--- config.mk ---
export PLATFORM = sky130hd
export DESIGN_NAME = instruction_fetch
export DESIGN_NICKNAME = d
export VERILOG_FILES = /design/src/rtl/cpu_pkg.sv /design/src/rtl/instruction_fetch.sv
export SDC_FILE = /design/constraint.sdc
export NUM_CORES = 1
export LEC_CHECK = 0
export CORE_MARGIN = 10
export CORE_UTILIZATION = 40
export CTS_CLUSTER_DIAMETER = 200
export DETAILED_ROUTE_END_ITERATION = 7
export PLACE_DENSITY = 0.88
export SYNTH_ARGS = -nofsm -noshare
export SYNTH_HDL_FRONTEND = slang
export SYNTH_SLANG_ARGS = --single-unit
export TNS_END_PERCENT = 30
--- constraint.sdc ---
create_clock -name clk -period 2 [get_ports clk]
set_clock_uncertainty 0.15 [all_clocks]
set_input_delay 0.2 -clock clk [delete_from_list [all_inputs] [get_ports clk]]
set_output_delay 0.2 -clock clk [all_outputs]
set_load 0.01 [all_outputs]
--- src/rtl/cpu_pkg.sv ---
// cpu_pkg: shared widths, instruction/address types and fetch sequencer states.
package cpu_pkg;
  localparam int ADDR_W = 3;
  localparam int INSTR_W = 12;
  localparam int DEPTH = 2 ** ADDR_W;
  localparam logic [3:0] HALT_OPCODE = 4'hF;
  typedef logic [INSTR_W-1:0] instr_t;
  typedef logic [ADDR_W-1:0] addr_t;
  typedef enum logic [1:0] {IDLE, FETCH, PRESENT, HALTED} fetch_state_t;
endpackage

--- src/rtl/instruction_fetch.sv ---
// instruction_fetch: walks the instruction memory and hands each word to decode via valid/ready.
module instruction_fetch
  import cpu_pkg::*;
#(
  parameter bit STOP_AT_END = 1'b1
) (
  input  logic   clk,
  input  logic   reset,
  input  logic   start,
  output addr_t  index,
  input  instr_t mem_instruction,
  output instr_t instr,
  output logic   instr_valid,
  input  logic   instr_ready,
  input  logic   jump,
  input  addr_t  jump_target,
  input  logic   halt_req,
  output addr_t  pc,
  output logic   running,
  output logic   done
);
  fetch_state_t state;
  logic keep;
  addr_t nxt_pc;
  // keep: the accepted instruction ends execution, so pc must not move
  assign keep = (instr[INSTR_W-1 -: 4] == HALT_OPCODE) ||
                (!jump && STOP_AT_END && pc == addr_t'(DEPTH - 1));
  assign nxt_pc = keep ? pc : jump ? jump_target : pc + addr_t'(1);
  assign index = pc;
  assign running = state == FETCH || state == PRESENT;
  assign done = state == HALTED;
  always_ff @(posedge clk or posedge reset) begin
    if (reset) begin
      state <= IDLE;
      pc <= '0;
      instr <= '0;
      instr_valid <= 1'b0;
    end else begin
      case (state)
        IDLE: if (start) state <= FETCH;
        FETCH: begin
          state <= halt_req ? HALTED : PRESENT;
          instr_valid <= !halt_req;
          if (!halt_req) instr <= mem_instruction;
        end
        PRESENT: if (instr_ready || halt_req) begin
          instr_valid <= 1'b0;
          state <= (keep && instr_ready) || halt_req ? HALTED : FETCH;
          if (instr_ready) pc <= nxt_pc;
        end
        HALTED: if (start) begin
          pc <= '0;
          state <= FETCH;
        end
        default: state <= IDLE;
      endcase
    end
  end
endmodule

==> results of run 1 <==
per-stage QoR:
stage,std cells,cell area (um^2)
global placement,135,1340
floorplan,70,925
detailed placement,135,1340
CTS,139,1370
finish,139,1370
global route,139,1370
worst max-delay path, stage by stage, from the launching register on:
cell and delay [ns]:
dfrtp_1 0.39, buf_4 0.15, ha_1 0.22, clkdlybuf4s50_1 0.48
per-layer routing:
layer  up-vias  GRT usage  wire length (um)  part of all wire
met5         -          0                 0                 0
met4         0     0.0377                21            0.0095
met3         2     0.0653               332              0.15
met2        29      0.152               976              0.44
met1       314      0.109               890              0.40
li1        331          -                 -                 -
repair_timing:
| action | in CTS | in global routing |
|---|---|---|
| hold buffers | 0 | 0 |
| buffers inserted | 1 | 0 |
| setup endpoints to repair | 1 | 1 |
| resized for setup | 0 | 1 |
placed cells by master (no fill, tap or decap), types with 2 or more instances in the layout:
master,instances
o21ai_0,2
dfrtp_1,18
mux2_2,3
nand4_1,2
clkbuf_4,3
mux2_4,9
ha_1,6
inv_1,7
o2bb2ai_1,3
mux2i_1,3
o22ai_1,2
clkdlybuf4s50_1,40
report_power, final:
part,internal (mW),total [mW],switching [mW]
logic,0.708,1.16,0.455
registers,0.544,0.671,0.127
clock network,0.0698,0.174,0.104
total,1.32,2.01,0.685
cells by family after synthesis:
logic type                 after synthesis  synth area share
DFF                                     18             0.487
muxes                                   15             0.215
AOI/OAI and AO/OA                       12            0.0920
buffers and inverters                   11            0.0650
and+or+nand+nor                          8            0.0595
adders and majority gates                6            0.0812
worst max-delay path by stage:
stage / startpoint / end
final: state[0] / done
after global routing: state[0] / done
after CTS: state[0] / running
after detailed placement: halt_req / instr[9]
after global placement: halt_req / instr[10]
after floorplan: index[0] / index[2]
state kept, by name, indices dropped and copies added (netlist names):
signal	count
instr_valid	1
index	3
state	2
instr	12
layout make-up:
class                      count  area [um^2]  share of cell area
clock buffer                   3         22.5              0.0165
inverter                       7         26.3              0.0192
multi-input combinational     41          414               0.303
sequential                    18          450               0.329
tap                           28         35.0              0.0256
timing repair buffer          42          420               0.307
==> Flow_metrics.wiki, run 1 <==
{| class="wikitable"
! Metric !! Value
|-
| Critical path arrival || 1.52 ns
|-
| Avg Vias per Cell || 4.86
|-
| Status || finished, final reports clean
|-
| Most frequently used cell type in the post-synthesis netlist || dfrtp_1
|-
| Final Hold Vio Count || 0
|-
| Initial Utilization || 0.418
|-
| Final RePlAce weighted congestion || 0.680
|-
| Share of the synthesized area in the top cell type || 0.487
|-
| Leakage power || 0.622 nW
|-
| Number of antenna violations at the first check in global routing || 0
|-
| Area of the die || 0.00463 mm^2
|-
| Clock root cell || clkbuf_4
|-
| Share of synthesized area occupied by flip-flops and latches || 0.487
|-
| Min Clock Period, post-route || 1.87 ns
|-
| Number of synthesized flops with an enable pin || 0
|-
| Half-perimeter wire length after detailed placement || 1770 um
|-
| Average size of a mapped cell || 13.2 um^2
|-
| Detailed-route via count || 676
|-
| Worst reg2reg setup slack || 0.18 ns
|-
| Setup WS post-layout || 0.130 ns
|-
| Ys async rst share || 1.00
|-
| Power density cells || 1470 mW/mm^2
|-
| Synthesized area || 925 um^2
|-
| DR pass1 iterations || 3
|-
| Standard-cell rows || 17
|-
| Netlist cell types || 23
|-
| Residual DRC count || 0
|-
| Max-cap violation count || 0
|-
| Period Utilization, post-route || 0.935
|-
| Clock buffer count from CTS || 3
|-
| FF-to-FF Start || state[1]
|-
| Iteration-0 DRC count of the detailed router || 16
|-
| Worst Max-Slew Pin Slew || 0.668 ns
|-
| Peak supply drop || 0.856 mV
|-
| Via count of the first global-routing pass || 783
|-
| Hold Crit Class || in -> async
|-
| GRT Util Overall || 0.0998
|-
| Antenna cells || 0
|-
| Maximum fanout count along the critical path || 3
|-
| CTS tree || built
|-
| Area Overhead vs Synth || 48.0%
|-
| Depth of the most critical reg-to-reg path || 4
|-
| Share of final-layout standard cells stronger than drive strength 1 || 0.162
|-
| Worst relative slew slack || 0.554
|-
| Count of input and output buffers || 41
|-
| Clock latency on the worst-skew pair || 0.28 ns
|-
| DIE WIDTH || 68.1 um
|-
| Worst slack, placed || 0.164 ns
|-
| Clock buffer depth || 2
|-
| Nature of the critical path endpoint || output pin
|-
| Die span in y || 68.1 um
|-
| Setup repair after global routing missed its margin || no
|-
| Pin count of the biggest net entering global routing || 19
|-
| Gate count of the mapped netlist || 70
|-
| Final number of setup-violating endpoints || 0
|-
| Total overflow reported by the global router || 0
|-
| Crit start category || flop
|-
| Category of the most critical setup path || reg -> out
|-
| Max Freq || 0.535 GHz
|-
| Required arrival time at the worst endpoint || 1.65 ns
|-
| Final hold slack || 0.153 ns
|-
| I/O pin total || 42
|-
| Terminus of the critical flop-to-flop path || instr[10]
|-
| Fillers || 194
|-
| Final #Nets || 140
|-
| Utilization after layout || 0.619
|-
| Yosys synthesis warning count || 0
|-
| Overall power consumption || 2.01 mW
|-
| Library cell with the largest summed area after synthesis || dfrtp_1
|-
| Total Wirelength || 2220 um
|-
| Number of sinks handled by clock tree synthesis || 18
|-
| Top post-synthesis cells by count || 18 x dfrtp_1, 9 x mux2_4, 7 x inv_1, 6 x ha_1
|-
| Flops & latches, synth || 18
|-
| Total Negative Setup Slacks || 0 ns
|-
| Post-CTS clock slew at the launch and capture registers of the worst setup and hold paths || 0.10 ns
|-
| Routed WL per cell || 16.0 um
|-
| Syn Nets || 97
|-
| Max-slew violation total from the final report || 0
|-
| Global-route wire length before repair || 3570 um
|-
| Placeable core region || 0.00221 mm^2
|-
| DRT antenna net count || 0
|-
| Top area cells in the synthesized netlist || dfrtp_1 49%, mux2_4 15%, ha_1 8.1%
|-
| Most used flip-flop cell after synthesis || dfrtp_1
|-
| H-tree depth || 1
|}
Power figures use the tool's default switching activity.
==> inputs of run 2 (changes only) <==
--- a/config.mk
+++ b/config.mk
@@ -5,6 +5,7 @@
 export SDC_FILE = /design/constraint.sdc
 export NUM_CORES = 1
 export LEC_CHECK = 0
+export CAP_MARGIN = 20
 export CORE_MARGIN = 10
 export CORE_UTILIZATION = 40
 export CTS_CLUSTER_DIAMETER = 200
==> results of run 2 <==
No change in the layout: final DEF, timing and power equal those of run 1.
